==> src/rtl/vga_timing_gen_if.sv <==
// vga_if: raster timing bundle carried from vga_timing_gen to vga_out.
//   hcount, vcount : CNT_W-bit horizontal / vertical position
//   hsync, vsync   : sync levels (polarity chosen by the generator)
//   hblnk, vblnk   : blanking flags
// Modports: master drives the bundle (timing generator), slave consumes it.
interface vga_if #(
    parameter int CNT_W = 11
);
    logic [CNT_W-1:0] hcount;
    logic [CNT_W-1:0] vcount;
    logic             hsync;
    logic             vsync;
    logic             hblnk;
    logic             vblnk;

    modport master (
        output hcount, vcount, hsync, vsync, hblnk, vblnk
    );

    modport slave (
        input hcount, vcount, hsync, vsync, hblnk, vblnk
    );
endinterface

==> src/rtl/vga_timing_gen.sv <==
// vga_timing_gen: raster timing generator with a run/stop controller that
// only stops on a frame boundary.
//   clk, rst     : clock and synchronous active-high reset
//   en           : run request (level)
//   pix_ce       : pixel clock enable; counters advance only when 1
//   vga          : vga_if master (hcount, vcount, hsync, vsync, hblnk, vblnk)
//   line_start   : one-clk strobe when hcount becomes 0 while running
//   frame_start  : one-clk strobe when (hcount,vcount) becomes (0,0) while running
//   frame_cnt    : number of frame starts, wraps 0xFFFF -> 0
//   busy         : controller not idle
//
// state      | meaning
// S_IDLE     | stopped, counters at (0,0), blanked, syncs inactive
// S_RUN      | raster running, en held high
// S_STOPPING | en dropped; keep scanning until the last pixel of the frame
module vga_timing_gen #(
    parameter int H_ACTIVE   = 800,
    parameter int H_FP       = 40,
    parameter int H_SYNC     = 128,
    parameter int H_BP       = 88,
    parameter int V_ACTIVE   = 600,
    parameter int V_FP       = 1,
    parameter int V_SYNC     = 4,
    parameter int V_BP       = 23,
    parameter bit H_SYNC_POL = 1'b1,
    parameter bit V_SYNC_POL = 1'b1,
    parameter int CNT_W      = 11
) (
    input  logic        clk,
    input  logic        rst,
    input  logic        en,
    input  logic        pix_ce,
    vga_if.master       vga,
    output logic        line_start,
    output logic        frame_start,
    output logic [15:0] frame_cnt,
    output logic        busy
);

    localparam int H_TOTAL = H_ACTIVE + H_FP + H_SYNC + H_BP;
    localparam int V_TOTAL = V_ACTIVE + V_FP + V_SYNC + V_BP;

    generate
        if ((longint'(H_TOTAL) - 1 >= (longint'(1) << CNT_W)) ||
            (longint'(V_TOTAL) - 1 >= (longint'(1) << CNT_W))) begin : g_width_chk
            $error("vga_timing_gen: CNT_W too small for H_TOTAL/V_TOTAL");
        end
    endgenerate

    // All boundaries pre-computed at CNT_W width so no runtime compare needs a carry bit.
    localparam logic [CNT_W-1:0] H_LAST   = CNT_W'(H_TOTAL - 1);
    localparam logic [CNT_W-1:0] V_LAST   = CNT_W'(V_TOTAL - 1);
    localparam logic [CNT_W-1:0] H_ACT    = CNT_W'(H_ACTIVE);
    localparam logic [CNT_W-1:0] V_ACT    = CNT_W'(V_ACTIVE);
    localparam logic [CNT_W-1:0] HS_FIRST = CNT_W'(H_ACTIVE + H_FP);
    localparam logic [CNT_W-1:0] HS_LAST  = CNT_W'(H_ACTIVE + H_FP + H_SYNC - 1);
    localparam logic [CNT_W-1:0] VS_FIRST = CNT_W'(V_ACTIVE + V_FP);
    localparam logic [CNT_W-1:0] VS_LAST  = CNT_W'(V_ACTIVE + V_FP + V_SYNC - 1);

    typedef enum logic [1:0] {
        S_IDLE     = 2'd0,
        S_RUN      = 2'd1,
        S_STOPPING = 2'd2
    } state_t;

    state_t           state_q, state_d;
    logic [CNT_W-1:0] hcount_q, hcount_d;
    logic [CNT_W-1:0] vcount_q, vcount_d;
    logic             hsync_q, hsync_d;
    logic             vsync_q, vsync_d;
    logic             hblnk_q, hblnk_d;
    logic             vblnk_q, vblnk_d;
    logic             line_start_q, line_start_d;
    logic             frame_start_q, frame_start_d;
    logic [15:0]      frame_cnt_q, frame_cnt_d;
    logic             at_end;

    always_ff @(posedge clk) begin
        if (rst) begin
            state_q       <= S_IDLE;
            hcount_q      <= '0;
            vcount_q      <= '0;
            hsync_q       <= ~H_SYNC_POL;
            vsync_q       <= ~V_SYNC_POL;
            hblnk_q       <= 1'b1;
            vblnk_q       <= 1'b1;
            line_start_q  <= 1'b0;
            frame_start_q <= 1'b0;
            frame_cnt_q   <= '0;
        end else begin
            state_q       <= state_d;
            hcount_q      <= hcount_d;
            vcount_q      <= vcount_d;
            hsync_q       <= hsync_d;
            vsync_q       <= vsync_d;
            hblnk_q       <= hblnk_d;
            vblnk_q       <= vblnk_d;
            line_start_q  <= line_start_d;
            frame_start_q <= frame_start_d;
            frame_cnt_q   <= frame_cnt_d;
        end
    end

    always_comb begin
        state_d       = state_q;
        hcount_d      = hcount_q;
        vcount_d      = vcount_q;
        frame_cnt_d   = frame_cnt_q;
        line_start_d  = 1'b0;
        frame_start_d = 1'b0;
        at_end        = (hcount_q == H_LAST) && (vcount_q == V_LAST);

        case (state_q)
            S_IDLE: begin
                if (en && pix_ce) begin
                    state_d       = S_RUN;
                    hcount_d      = '0;
                    vcount_d      = '0;
                    line_start_d  = 1'b1;
                    frame_start_d = 1'b1;
                    frame_cnt_d   = frame_cnt_q + 16'd1;
                end
            end
            S_RUN, S_STOPPING: begin
                // en is sampled every clk; only the counters wait for pix_ce.
                if (state_q == S_RUN && !en) begin
                    state_d = S_STOPPING;
                end else if (state_q == S_STOPPING && en) begin
                    state_d = S_RUN;
                end
                if (pix_ce) begin
                    if (state_q == S_STOPPING && !en && at_end) begin
                        state_d  = S_IDLE;
                        hcount_d = '0;
                        vcount_d = '0;
                    end else if (hcount_q == H_LAST) begin
                        hcount_d     = '0;
                        line_start_d = 1'b1;
                        if (vcount_q == V_LAST) begin
                            vcount_d      = '0;
                            frame_start_d = 1'b1;
                            frame_cnt_d   = frame_cnt_q + 16'd1;
                        end else begin
                            vcount_d = vcount_q + 1'b1;
                        end
                    end else begin
                        hcount_d = hcount_q + 1'b1;
                    end
                end
            end
            default: begin
                state_d  = S_IDLE;
                hcount_d = '0;
                vcount_d = '0;
            end
        endcase

        // Levels are decoded from the next counter values so they register
        // alongside the counters and stay aligned with them.
        hblnk_d = (state_d == S_IDLE) || (hcount_d >= H_ACT);
        vblnk_d = (state_d == S_IDLE) || (vcount_d >= V_ACT);
        hsync_d = ((state_d != S_IDLE) && (hcount_d >= HS_FIRST) && (hcount_d <= HS_LAST))
                  ? H_SYNC_POL : ~H_SYNC_POL;
        vsync_d = ((state_d != S_IDLE) && (vcount_d >= VS_FIRST) && (vcount_d <= VS_LAST))
                  ? V_SYNC_POL : ~V_SYNC_POL;
    end

    assign vga.hcount  = hcount_q;
    assign vga.vcount  = vcount_q;
    assign vga.hsync   = hsync_q;
    assign vga.vsync   = vsync_q;
    assign vga.hblnk   = hblnk_q;
    assign vga.vblnk   = vblnk_q;
    assign line_start  = line_start_q;
    assign frame_start = frame_start_q;
    assign frame_cnt   = frame_cnt_q;
    assign busy        = (state_q != S_IDLE);

endmodule
==> src/flat_wrapper.sv <==
// flat-port wrapper written by rule: the top's interface ports become plain ports
module vga_timing_gen_flat 
#(
    parameter int H_ACTIVE   = 800,
    parameter int H_FP       = 40,
    parameter int H_SYNC     = 128,
    parameter int H_BP       = 88,
    parameter int V_ACTIVE   = 600,
    parameter int V_FP       = 1,
    parameter int V_SYNC     = 4,
    parameter int V_BP       = 23,
    parameter bit H_SYNC_POL = 1'b1,
    parameter bit V_SYNC_POL = 1'b1,
    parameter int CNT_W      = 11
)
  (clk, rst, en, pix_ce, line_start, frame_start, frame_cnt, busy, vga_hcount, vga_vcount, vga_hsync, vga_vsync, vga_hblnk, vga_vblnk);
  vga_if #(.CNT_W(CNT_W)) vga_i ();
  input  logic clk;
  input  logic rst;
  input  logic en;
  input  logic pix_ce;
  output logic line_start;
  output logic frame_start;
  output logic [15:0] frame_cnt;
  output logic busy;
  output wire logic [$bits(vga_i.hcount)-1:0] vga_hcount;
  output wire logic [$bits(vga_i.vcount)-1:0] vga_vcount;
  output wire logic [$bits(vga_i.hsync)-1:0] vga_hsync;
  output wire logic [$bits(vga_i.vsync)-1:0] vga_vsync;
  output wire logic [$bits(vga_i.hblnk)-1:0] vga_hblnk;
  output wire logic [$bits(vga_i.vblnk)-1:0] vga_vblnk;
  assign vga_hcount = vga_i.hcount;
  assign vga_vcount = vga_i.vcount;
  assign vga_hsync = vga_i.hsync;
  assign vga_vsync = vga_i.vsync;
  assign vga_hblnk = vga_i.hblnk;
  assign vga_vblnk = vga_i.vblnk;
  vga_timing_gen #(.H_ACTIVE(H_ACTIVE), .H_FP(H_FP), .H_SYNC(H_SYNC), .H_BP(H_BP), .V_ACTIVE(V_ACTIVE), .V_FP(V_FP), .V_SYNC(V_SYNC), .V_BP(V_BP), .H_SYNC_POL(H_SYNC_POL), .V_SYNC_POL(V_SYNC_POL), .CNT_W(CNT_W)) u_core (.clk(clk), .rst(rst), .en(en), .pix_ce(pix_ce), .vga(vga_i), .line_start(line_start), .frame_start(frame_start), .frame_cnt(frame_cnt), .busy(busy));
endmodule
==> config.mk <==
export PLATFORM = sky130hd
export DESIGN_NAME = vga_timing_gen_flat
export DESIGN_NICKNAME = d
export VERILOG_FILES = /design/src/rtl/vga_timing_gen_if.sv /design/src/rtl/vga_timing_gen.sv /design/src/flat_wrapper.sv
export SDC_FILE = /design/constraint.sdc
export NUM_CORES = 1
export LEC_CHECK = 0
export ABC_AREA = 1
export BUFFER_PORTS_ARGS = -buffer_cell sky130_fd_sc_hd__buf_2
export CORE_AREA = 4 4 79 81
export CTS_BUF_LIST = sky130_fd_sc_hd__clkbuf_4 sky130_fd_sc_hd__clkbuf_8 sky130_fd_sc_hd__clkbuf_16
export DETAILED_ROUTE_END_ITERATION = 8
export DIE_AREA = 0 0 83 85
export GPL_ROUTABILITY_DRIVEN = 0
export HOLD_SLACK_MARGIN = 0.1
export PLACE_DENSITY_LB_ADDON = 0.1
export SETUP_SLACK_MARGIN = 0.2
export SLEW_MARGIN = 20
export SYNTH_ARGS = -nofsm -noshare
export SYNTH_HDL_FRONTEND = slang
export SYNTH_SLANG_ARGS = --single-unit
export TNS_END_PERCENT = 20
==> constraint.sdc <==
create_clock -name clk -period 2.35 [get_ports clk]
set_input_delay 0.47 -clock clk [delete_from_list [all_inputs] [get_ports clk]]
set_output_delay 0.47 -clock clk [all_outputs]
set_load 0.01 [all_outputs]
Word level (Yosys, flattened, before mapping)
Cells that the tools add are included.
{"block": "totals", "reg_bits": 46, "input_bits": 4, "elab_cells": 83}
{"block": "op_classes", "n_addsub": 3, "n_lt_le_gt_ge": 6, "n_eq_ne": 9, "n_mux": 35, "reduce_logical": 20}
{"cell": "11-bit 2-to-1 mux", "count": 9}
{"cell": "16-bit 2-to-1 mux", "count": 5}
{"cell": "11-bit by 10-bit >= comparator with 1-bit output, second input constant", "count": 4}
{"cell": "11-bit one-hot mux with 2 select lines", "count": 2}
{"cell": "16-bit one-hot mux with 2 select lines", "count": 1}
{"cell": "11-bit by 1-bit adder with 11-bit output, second input constant", "count": 2}
{"cell": "11-bit by 10-bit less-or-equal comparator with 1-bit output, second input constant", "count": 2}
{"cell": "16-bit by 1-bit adder with 16-bit output, second input constant", "count": 1}
{"cell": "11-bit by 10-bit equality test with 1-bit output, second input constant", "count": 1}
{"cell": "11-bit equality test, second input constant", "count": 1}
{"cell": "1-bit logical AND", "count": 10}
{"cell": "1-bit 2-to-1 mux", "count": 10}
{"cell": "2-bit 2-to-1 mux", "count": 5}
{"cell": "2-bit by 1-bit inequality test with 1-bit output, second input constant", "count": 3}
{"cell": "6-bit AND reduction", "count": 1}
{"cell": "2-bit nonzero test", "count": 3}
{"cell": "2-bit logical NOT", "count": 2}
{"cell": "2-bit inequality test, second input constant", "count": 2}
{"cell": "1-bit one-hot mux with 2 select lines", "count": 2}
{"cell": "2-bit one-hot mux with 2 select lines", "count": 1}
{"cell": "2-bit by 1-bit equality test with 1-bit output, second input constant", "count": 1}
{"cell": "2-bit equality test, second input constant", "count": 1}
{"cell": "1-bit logical OR", "count": 2}
{"cell": "2-bit OR reduction", "count": 1}
{"cell": "1-bit logical NOT", "count": 1}

Logic depth before layout (Yosys ltp)
{"block": "depth", "ltp_word": 11, "mapped_depth": 18, "mapped_depth_nobuf": 18}

Worst setup path after synthesis
Ideal clock, no wire load.
{"block": "synth_path", "kind": "reg-to-reg", "from": "register u_core.vcount_q[0], in the netlist u_core.vga.vcount[0]", "to": "register u_core.frame_cnt_q[9], in the netlist u_core.frame_cnt[9]", "setup_time_ns": 0.130, "t_arrival_ns": 1.997, "t_required_ns": 2.220, "path_slack_ns": 0.222, "path_stages_with_launch": 15, "synth_period_minus_slack_ns": 2.128, "path_cell_list": "dfxtp_1 > ha_1 > nand2_1 > nor3_1 > nand3_2 > nor2_4 > nand3_2 > o21ai_2 > nand2_4 > buf_6 > nor2_8 > nand2_4 > nor2_4 > nand2_1 > nor3b_2"}
{"block": "synth_between", "elab_chain_len": 5, "elab_cells_between_ends": 6, "classes_between": "eq/ne (3); reduce/logical (3)"}
{"item": "from (decl)", "line_no": "vga_timing_gen.sv:68", "rtl": "logic [CNT_W-1:0] vcount_q, vcount_d;"}
{"item": "from (signal assigned)", "line_no": "vga_timing_gen.sv:93", "rtl": "vcount_q <= vcount_d;"}
{"item": "11-bit by 10-bit equality test with 1-bit output (*)", "line_no": "vga_timing_gen.sv:111, vga_timing_gen.sv:139"}
{"item": "1-bit logical AND", "line_no": "vga_timing_gen.sv:111", "rtl": "at_end = (hcount_q == H_LAST) && (vcount_q == V_LAST);"}
{"item": "1-bit logical AND", "line_no": "vga_timing_gen.sv:132", "rtl": "if (state_q == S_STOPPING && !en && at_end) begin"}
{"item": "2-bit inequality test (no source line)"}
{"item": "6-bit AND reduction (no source line) (*)"}
{"item": "to (signal assigned)", "line_no": "vga_timing_gen.sv:100", "rtl": "frame_cnt_q <= frame_cnt_d;"}
{"item": "to (decl)", "line_no": "vga_timing_gen.sv:75", "rtl": "logic [15:0] frame_cnt_q, frame_cnt_d;"}
Mark *: on every way between the ends. The rest lies on a longest branch, timed or not.
A chain may end at the register's enable or synchronous reset.

Worst setup path after layout
{"block": "layout_path", "from": "register u_core.vcount_q[0], in the netlist u_core.vga.vcount[0]", "to": "register u_core.frame_cnt_q[10], in the netlist u_core.frame_cnt[10]"}
The elaborated chain is that of the path after synthesis.

==> run_results.csv <==
group,metric,value,unit
sta,hold_slack,0.404,ns
synth,synthFlopType,"dfxtp_1",
synth,syn_nets,478,
global_route,grt_pass1_vias,3143,
placement,place_area,0.00340,mm^2
layout,layout-drive-gt1-share,26.5,%
worst_setup_path,worstPathRequired,2.56,ns
synth,synthTopCellsByCount,"nand2_1, nor2_1, inv_1",
clocking,clock_latency,0.31,ns
synth,synth_warnings,0,
sta,skew,0.0120,ns
synth,synth_edf_count,0,
floorplanning,die_h,85,um
placement,place.port_buffers,48,
detailed_routing,wirelength,8810,um
worst_setup_path,critPathMaxFanout,7,
sta,rsz0062_at_grt,"true",
placement,placedCellCount,592,
global_route,grt_start_max_net_pins,17,
detailed_routing,drt-vias-per-instance,5.49,
layout,nNetsFinal,549,
layout,design_area,0.00373,mm^2
global_route,antenna_found_initial,0,
clocking,cts_hold_buffers,0,
layout,syn_to_final_growth,24.1,%
global_route,grt_pass1_wl,14300,um
synth,syn_area,0.00301,mm^2
detailed_routing,firstDrtPassIters,4,
detailed_routing,drc,0,
worst_hold_path,hold_path_depth,2,
sta,min_period,2.22,ns
worst_setup_path,cp-end-kind,"flip-flop",
synth,synth.largest_area_cell,"dfxtp_1",
synth,postSynthAreaPerCell,6.44,um^2
power_and_ir_drop,ir_drop,0.000326,V
clocking,clkTransAtPathRegs,0.10,ns
detailed_routing,ant_nets,0,
sta,finalHoldViolCount,0,
global_route,grt_overflow,0,
floorplanning,io_pins,49,
worst_setup_path,critPathArrivalTime,2.43,ns
clocking,cts_made_buffers,5,
floorplanning,die_w,83,um
synth,synth_top_area_share,30.6,%
placement,hpwl,6480,um
worst_hold_path,holdPathEnd,"u_core.vga.hcount[7]",
sta,drv_slew,0,
layout,register_area,927,um^2
synth,yosysMostFrequentCell,"nand2_1",
sta,setup_viol,0,
synth,synth.distinct_cells,43,
worst_setup_path,worstSetupPathType,"reg -> reg",
sta,worstMarginPinSlew,0.586,ns
worst_hold_path,hold_class,"in -> reg",
power_and_ir_drop,p_leak,1.68,nW
sta,max_freq,0.451,GHz
global_route,grtUsageTotal,24.3,%
power_and_ir_drop,p_total,1.65,mW
outcome,status,"completed",
detailed_routing,num_vias,3354,
floorplanning,fp-row-count,27,
detailed_routing,wl_per_cell,14.4,um
sta,timing.final.crit_share,94.3,%
synth,synth-seq-area-share,30.6,%
layout,antenna_cells,0,
detailed_routing,drtIter0Drc,204,
layout,nFillCells,519,
layout,final_cells,611,
worst_setup_path,r2r-end,"u_core.frame_cnt[10]",
clocking,cts_sinks,46,
synth,async_flop_share,0,%
worst_setup_path,startpoint_type,"flip-flop",
worst_hold_path,worstHoldStart,"rst",
synth,netlist_instances,467,
clocking,cts_root_buf,"clkbuf_8",
worst_setup_path,reg2regPathDepth,14,
worst_setup_path,r2r-start,"u_core.vga.vcount[0]",
floorplanning,die_area,0.00706,mm^2
sta,fin_tns_setup,0,ns
layout,multiInputGateArea,0.00191,mm^2
floorplanning,initial_core_util,54.9,%
job,cap_violations,0,
sta,slew_headroom,60.9,%
clocking,clock_path_buffers,2,
power_and_ir_drop,power_density,444,mW/mm^2
clocking,cts_htree_levels,2,
worst_setup_path,reg2reg_slack,0.13,ns
clocking,cts_tree,"built",
synth,ys_ff_latch,46,
floorplanning,core_area,0.00547,mm^2
synth,synth_area_leaders,"dfxtp_1, nand2_1, nor2_1",
==> area by class of cell <==
type	instances	share of cell area, %
Inverter	57	5.94
Sequential cell	46	24.9
Clock buffer	7	2.42
Timing Repair Buffer	77	12.8
Tap cell	72	2.42
Multi-Input combinational cell	351	51.3
Clock inverter	1	0.235
==> where the power goes <==
| group | switching [mW] | internal, mW |
|---|---|---|
| Combinational | 0.180 | 0.109 |
| Sequential | 0.0160 | 0.797 |
| Clock | 0.297 | 0.255 |
| Total | 0.494 | 1.16 |
==> state kept, by name (all words and copies together), names as in the netlist <==
| signal | count |
|---|---|
| u_core.line_start | 1 |
| u_core.vga.vsync | 1 |
| u_core.vga.hsync | 1 |
| u_core.state_q | 2 |
| u_core.frame_start | 1 |
| u_core.vga.vblnk | 1 |
| u_core.vga.hcount | 11 |
| u_core.vga.vcount | 11 |
| u_core.vga.hblnk | 1 |
| u_core.frame_cnt | 16 |
==> layer usage <==
layer	GRT usage, %	share of wire [%]	vias up
met5	0	0	-
met4	8.62	2.1	0
met3	3.59	6.3	20
met2	41.0	48	119
met1	31.7	44	1567
li1	-	-	1648
==> per-stage QoR <==
stage               utilization (%)  worst slack [ns]
finish                         68.2             0.135
global route                   68.2           -0.0294
CTS                            65.0             0.144
detailed placement             62.1            0.0385
global placement               62.1             0.151
floorplan                         -             0.222
==> what timing repair did <==
| action | CTS | global route |
|---|---|---|
| cloned | 0 | 0 |
| buffers inserted | 4 | 7 |
| resized for setup | 3 | 38 |
| endpoints found under the setup margin | 8 | 13 |
| pin swaps | 1 | 18 |
| endpoints found under the hold margin | 0 | 0 |
==> kinds of logic after synthesis <==
logic type | Yosys count | share of synthesized area, %
compound gates | 68 | 12.9
fa+ha+maj | 7 | 2.91
buf+inv | 70 | 9.62
xor+xnor | 12 | 3.50
flops | 46 | 30.6
simple gates | 264 | 40.4
==> worst max-delay path: stages, from the launching register on <==
cell      delay [ns]
dfxtp_1         0.41
ha_4            0.19
nand2_1         0.08
nor3_2          0.16
nand3_2         0.14
nor2_4          0.18
nand3_2         0.11
o21ai_4         0.09
nand2_4         0.10
inv_6           0.09
nand4_4         0.09
nor2_4          0.20
nand3b_4        0.09
o21ai_2         0.11
nor2_1          0.05
==> worst max-delay path by stage <==
stage               cells past startpoint                  from                   end  slack, ns
finish                                 14  u_core.vga.vcount[0]  u_core.frame_cnt[10]       0.13
global route                           14  u_core.vga.vcount[0]   u_core.frame_cnt[8]      -0.03
CTS                                    18  u_core.vga.hcount[1]      u_core.vga.vsync       0.14
detailed placement                     14  u_core.vga.vcount[1]  u_core.frame_cnt[10]       0.04
global placement                       14  u_core.vga.vcount[1]  u_core.frame_cnt[10]       0.15
floorplan                              14  u_core.vga.vcount[0]   u_core.frame_cnt[9]       0.22
==> cells in the final DEF, fill, tap and decap left out, drive strengths merged, types with 2 or more instances in the layout <==
cell	synthesis	layout
inv	57	58
nor3	8	8
buf	6	77
o21ai	22	22
xor2	9	9
xnor2	3	3
nor2	69	69
a22oi	2	2
nand3	31	31
nor4	3	3
o22ai	6	6
ha	7	7
clkbuf	7	7
nand4	11	11
a21oi	30	30
a32oi	2	2
nand2	135	135
o21a	2	2
nand3b	4	4
dfxtp	46	46
Note: power is estimated with default switching activity, not from simulation.
